==> config.mk <==
export PLATFORM = sky130hd
export DESIGN_NAME = load_align_unit
export DESIGN_NICKNAME = d
export VERILOG_FILES = /design/src/rtl/load_align_unit.sv
export SDC_FILE = /design/constraint.sdc
export NUM_CORES = 1
export LEC_CHECK = 0
export CORE_UTILIZATION = 55
export DETAILED_ROUTE_END_ITERATION = 12
export DONT_BUFFER_PORTS = 1
export GPL_TIMING_DRIVEN = 0
export PLACE_DENSITY = 0.75
export SLEW_MARGIN = 0
export SYNTH_ARGS = -nofsm -noshare
export SYNTH_HDL_FRONTEND = slang
export SYNTH_SLANG_ARGS = --single-unit
==> constraint.sdc <==
create_clock -name CLK -period 5.1 [get_ports CLK]
set_clock_uncertainty 0.1 [all_clocks]
set_input_delay 1.02 -clock CLK [delete_from_list [all_inputs] [get_ports CLK]]
set_output_delay 1.02 -clock CLK [all_outputs]
set_load 0.005 [all_outputs]
==> src/rtl/load_align_unit.sv <==
// Load-side byte-lane aligner: issues a word-aligned read, then extracts and
// extends the addressed byte/half/word into one registered result per request.
module load_align_unit #(
   parameter int TIMEOUT = 16,
   parameter int CW      = 5
) (
   input  logic        CLK,
   input  logic        RST,
   input  logic        LD_VALID,
   output logic        LD_READY,
   input  logic [31:0] ADDR,
   input  logic [2:0]  FUNCT3,
   output logic        MEM_REQ,
   output logic [31:0] MEM_ADDR,
   input  logic        MEM_ACK,
   input  logic [31:0] MEM_RDATA,
   output logic        RES_VALID,
   output logic [31:0] RES_DATA,
   output logic        ERR
);

   localparam logic [1:0] IDLE = 2'd0;
   localparam logic [1:0] WAIT = 2'd1;
   localparam logic [1:0] DONE = 2'd2;

   logic [1:0]    state;
   logic [CW-1:0] cnt;
   logic [1:0]    k;
   logic [2:0]    f3;
   logic          bad;
   logic [31:0]   shifted;
   logic [31:0]   ext;

   assign LD_READY = (state == IDLE);

   always_comb begin
      bad = 1'b0;
      case (FUNCT3)
         3'b000, 3'b100: bad = 1'b0;
         3'b001, 3'b101: bad = ADDR[0];
         3'b010:         bad = |ADDR[1:0];
         default:        bad = 1'b1;
      endcase
   end

   // LW is always aligned (k=0), so the shifted word doubles as the LW result.
   assign shifted = MEM_RDATA >> {k, 3'b000};

   always_comb begin
      ext = shifted;
      case (f3)
         3'b000:  ext = {{24{shifted[7]}}, shifted[7:0]};
         3'b100:  ext = {24'd0, shifted[7:0]};
         3'b001:  ext = {{16{shifted[15]}}, shifted[15:0]};
         3'b101:  ext = {16'd0, shifted[15:0]};
         default: ext = shifted;
      endcase
   end

   always_ff @(posedge CLK) begin
      if (RST) begin
         state     <= IDLE;
         MEM_REQ   <= 1'b0;
         MEM_ADDR  <= 32'd0;
         RES_VALID <= 1'b0;
         RES_DATA  <= 32'd0;
         ERR       <= 1'b0;
         cnt       <= '0;
         k         <= 2'd0;
         f3        <= 3'd0;
      end else begin
         case (state)
            IDLE: begin
               if (LD_VALID) begin
                  k  <= ADDR[1:0];
                  f3 <= FUNCT3;
                  if (bad) begin
                     RES_DATA  <= 32'd0;
                     ERR       <= 1'b1;
                     RES_VALID <= 1'b1;
                     state     <= DONE;
                  end else begin
                     MEM_REQ  <= 1'b1;
                     MEM_ADDR <= {ADDR[31:2], 2'b00};
                     cnt      <= '0;
                     state    <= WAIT;
                  end
               end
            end
            WAIT: begin
               // An ack on the limit edge still completes the load normally.
               if (MEM_ACK) begin
                  MEM_REQ   <= 1'b0;
                  RES_DATA  <= ext;
                  ERR       <= 1'b0;
                  RES_VALID <= 1'b1;
                  state     <= DONE;
               end else if (cnt == CW'(TIMEOUT - 1)) begin
                  MEM_REQ   <= 1'b0;
                  RES_DATA  <= 32'd0;
                  ERR       <= 1'b1;
                  RES_VALID <= 1'b1;
                  state     <= DONE;
               end else begin
                  cnt <= cnt + 1'b1;
               end
            end
            DONE: begin
               RES_VALID <= 1'b0;
               ERR       <= 1'b0;
               state     <= IDLE;
            end
            default: state <= IDLE;
         endcase
      end
   end

endmodule
# Yosys cells after proc, flatten, opt, wreduce, memory -nomap -nowiden
# Index checks and enable logic that the tools add are counted.
totals:
  register_bits: 77
  in_bits: 71
  elab_cells: 72
op_classes:
  add_sub_neg: 1
  n_eq_ne: 16
  shifts: 1
  muxes: 29
  bitwise: 1
  n_reduce_logical: 15
op_table:
  columns: ["operator", "count"]
  rows:
  - ["$mux W32", 4]
  - ["$pmux W32 S4", 1]
  - ["$pmux W32 S2", 1]
  - ["$shr A32 B5 Y32", 1]
  - ["$mux W5", 4]
  - ["$eq A3 B3 Y1 const B", 4]
  - ["$reduce_and A4 Y1", 3]
  - ["$pmux W5 S2", 1]
  - ["$mux W1", 9]
  - ["$pmux W1 S3", 3]
  - ["$mux W2", 4]
  - ["$ne A2 B2 Y1 const B", 4]
  - ["$eq A3 B1 Y1 const B", 2]
  - ["$logic_not A3 Y1", 2]
  - ["$reduce_or A2 Y1", 3]
  - ["$add A5 B1 Y5 const B", 1]
  - ["$eq A5 B4 Y1 const B", 1]
  - ["$reduce_and A5 Y1", 1]
  - ["$pmux W2 S2", 1]
  - ["$reduce_and A2 Y1", 2]
  - ["$eq A3 B2 Y1 const B", 1]
  - ["$ne A3 B3 Y1 const B", 1]
  - ["$reduce_and A3 Y1", 1]
  - ["$reduce_bool A3 Y1", 1]
  - ["other kinds (7)", 7]

# Logic depth before layout (Yosys ltp)
depth:
  depth_word: 6
  ltp_mapped: 7
  ltp_nobuf: 7

# Worst setup path after synthesis
# Ideal clock, no wire load.
synth_timing:
  kind: "input-to-reg"
  start: "input port MEM_RDATA[31]"
  end: "register RES_DATA[16]"
  setup_time_ps: 120
  arrival_ps: 2141
  required_time_ps: 4880
  path_slack_ps: 2740
  cell_stages: 4
  path_buffers: 1
  path_cell_list: "mux4_2 -> o211a_4 -> buf_6 -> a211o_1"
synth_via:
  elab_chain_len: 4
synth_lines:
  columns: ["element", "line", "rtl"]
  rows:
  - ["from (decl)", "16", "input logic [31:0] MEM_RDATA,"]
  - ["$shr A32 B5 Y32", "47", "assign shifted = MEM_RDATA >> {k, 3'b000};"]
  - ["$pmux W32 S4", "51", "case (f3)"]
  - ["$mux W32", "92", "if (MEM_ACK) begin"]
  - ["$pmux W32 S2", "72", "case (state)"]
  - ["to (signal assigned)", "94", "RES_DATA <= ext;"]
  - ["to (decl)", "18", "output logic [31:0] RES_DATA,"]
# Every way passes these cells.
# A chain may end at the register's enable or synchronous reset.

# Final worst setup path
layout_timing:
  start: "register cnt[0]"
  end: "register RES_DATA[7]"
layout_via:
  elab_chain_len: 3
layout_lines:
  columns: ["element", "line", "rtl"]
  rows:
  - ["from (decl)", "27", "logic [CW-1:0] cnt;"]
  - ["from (signal assigned)", "105", "cnt <= cnt + 1'b1;"]
  - ["$eq A5 B4 Y1", "98", "end else if (cnt == CW'(TIMEOUT - 1)) begin"]
  - ["$ne A3 B3 Y1 (no source line)", null, null]
  - ["$reduce_and A4 Y1 (no source line)", null, null]
# Every way passes these cells.

==> impl_results.md <==
* WS Path Type: flop to flop
* DR WL/cell at 17.40 um
* Synthesized area per cell at 9.308 um2
* PwrDens at 338.5 nW/um2
* Final hold viol count at 0
* Post-Syn Area at 3239 um2
* Routed Antenna Nets at 0
* Period utilization at 44.13%
* Post-synthesis async set-or-reset flop share at 0%
* Final GP Congestion at 0.8016
* Initial antenna violation count at 0
* Sequential-to-total area share from yosys stat at 47.59%
* Final WS setup at 2849 ps
* CTS tree: done
* Global route total overflow at 0
* Hold buffers post-CTS at 0
* Vias at 2534
* Clock root buffer: clkbuf_8
* Global-route wire length before repair at 11900 um
* Most frequent cells in the layout: dfxtp_1, nand2_1, a21oi_1
* Synthesis Warnings at 0
* RSZ-0062 raised after global routing: false
* WL final at 7602 um
* Post_cts resized at 0
* Core area at 5608 um2
* Netlist cell types at 45
* Setup WS pre-CTS at 2577 ps
* Minimum clock period at 2251 ps
* Setup crit end kind: flop
* Detail Route met3 WL at 835 um
* Die footprint at 6201 um2
* Number of fill cells in the layout at 504
* Clock Latency Late Sink at 350 ps
* Initial DRC count at 166
* Clk pin slew, worst setup/hold paths at 80 ps
* Final slew viol count at 0
* FF-to-FF Start: cnt[0]$_SDFFE_PP0P_
* Standard-cell rows at 27
* Number of buffers on the longest clock path at 2
* TNS Setup at 0 ps
* R2R depth at 7
* #FFs+latches synth at 77
* Max VDD drop at 0.2384 mV
* Most common cell after layout, fill and taps aside: dfxtp_1
* Startpoint types: flop
* Relative slew slack at 49.86%
* Critical Path AT at 2440 ps
* DRC Markers at 0
* Status: complete, no violations
* R2r setup slk at 2850 ps
* CP Data Required Time at 5290 ps
* Largest net degree at the start of global routing at 13
* RR Endpoint: RES_DATA[7]$_SDFFE_PP0P_
* TritonCTS Buffers at 9
* Syn Inst Count at 348
* ANT cells at 0
* Io pins at 139
* Design Area, Final at 3502 um2
* # port buffers at 0
* CP Max Fanout at 10
* P&R area growth vs syn at 8.111%
* # nets final at 433
* H-tree depth at 3
* Share of cells above drive strength 1 at 12.60%
* Die Span Y at 78.75 um
* Hold Path Class: flop to flop
* Dominant synthesized flop cell: dfxtp_1
* Final HPWL DP at 5565 um
* WHS Endpoint: MEM_ADDR[29]$_SDFFE_PP0P_
* DR top layer: met4
* Placed cell area at 3333 um2
* Clk sinks at 77
* Slew @ Worst Pin at 750.5 ps
* Routed metal-1 wirelength at 3175 um
* Hold Path Depth at 2
* Die width at 78.75 um
* HP Start: MEM_ADDR[29]$_SDFFE_PP0P_
* Post-CTS setup buffer count at 0
* Endpoints failing setup at 0
* Pre-Repair DR Iteration Count at 4
* GRT Overall Usage at 24.92%
* Initial cell density of the core at 57.76%
* Maximum clock rate at 0.4443 GHz
* Leakage power at 1.334 nW
* Vias in the first global route at 2450
* WL met2 at 3457 um
* Post-synth EDFFs at 0
* Max Cap Viol at 0
* DR vias/cell at 5.799
## worst max-delay path: stages (launching register included)
cell and delay, ps:
dfxtp_1 340, ha_1 210, and3_1 180, ha_1 220, o21a_1 220, a211oi_2 420
buf_2 340, a22o_1 160
## synthesized netlist by cell type, types with 2 or more instances
cell type	number	area, um2
buf_2	13	65.06
nor3b_1	2	15.01
dfxtp_1	77	1541
a211o_1	8	70.07
nand2b_1	2	12.51
mux2i_1	21	210.2
ha_1	2	25.02
a21oi_1	44	220.2
buf_6	2	22.52
o21ai_0	2	10.01
buf_1	2	7.510
clkbuf_1	6	22.52
mux2_2	7	78.83
nor3_1	4	20.02
inv_1	3	11.26
o2bb2ai_1	15	131.4
nand3_1	2	10.01
a221o_1	8	80.08
o21a_1	2	15.01
nand2_1	64	240.2
xor2_1	2	17.52
nor2_1	27	101.4
a221oi_1	8	70.07
buf_4	3	22.52
nand3b_1	2	15.01
## report_power, final
group | internal [mW] | switching, mW | leakage, nW
combinational | 0.0535 | 0.0787 | 0.619
sequential | 0.625 | 0.0196 | 0.625
clock | 0.189 | 0.220 | 0.0901
total | 0.867 | 0.319 | 1.33
## stage by stage
stage / power, mW / util (%) / hold slack (ps) / std cells
after floorplan: 0.7588 / - / 352.7 / 349
after detailed placement: 0.7889 / 59.44 / 369.0 / 421
after CTS: 1.188 / 62.45 / 378.7 / 437
after global routing: 1.234 / 62.45 / 393.1 / 437
final: 1.186 / 62.45 / 377.8 / 437
after global placement: 0.7849 / 59.44 / 362.9 / 421
## state kept, by name, indices dropped and copies added, names as in the netlist
register / cells
RES_VALID: 1
MEM_ADDR: 30
MEM_REQ: 1
RES_DATA: 32
f3: 3
ERR: 1
state: 2
k: 2
cnt: 5
## how the worst max path moves through the flow
stage / slack, ps / cells past startpoint / from / end
2_1_floorplan: 2740 / 4 / MEM_RDATA[31] / RES_DATA[16]$_SDFFE_PP0P_
3_3_place_gp: 2600 / 5 / MEM_RDATA[31] / RES_DATA[8]$_SDFFE_PP0P_
3_5_place_dp: 2580 / 5 / MEM_RDATA[31] / RES_DATA[8]$_SDFFE_PP0P_
4_1_cts: 2870 / 7 / cnt[0]$_SDFFE_PP0P_ / RES_DATA[7]$_SDFFE_PP0P_
5_1_grt: 2750 / 7 / cnt[0]$_SDFFE_PP0P_ / RES_DATA[7]$_SDFFE_PP0P_
6_report: 2850 / 7 / cnt[0]$_SDFFE_PP0P_ / RES_DATA[7]$_SDFFE_PP0P_
## kinds of logic after synthesis
kind of cell	share of synthesized area [%]
adders and majority gates	0.7724
muxes	9.618
DFF	47.59
AOI/OAI and AO/OA	20.43
and+or+nand+nor	16.11
buffers and inverters	4.828
xor gates and xnor gates	0.5408
other	0.1158
## area by class of cell
class                   instances  area [um2]  area share [%]
clock buffers                  12       145.1           4.144
clock inverters                 4       23.77          0.6788
flip-flops and latches         77        1541           44.02
well taps                      72       90.09           2.572
multi-input cells             242        1545           44.12
plain buffers                  27       145.1           4.144
inverters                       3       11.26          0.3215
## metal layers
metal,vias up,track usage (%)
met1,1144,29.91
li1,1265,-
met4,0,10.74
met3,10,9.195
met5,-,0
met2,115,39.91
No activity file was read; power rests on OpenSTA's default activity.
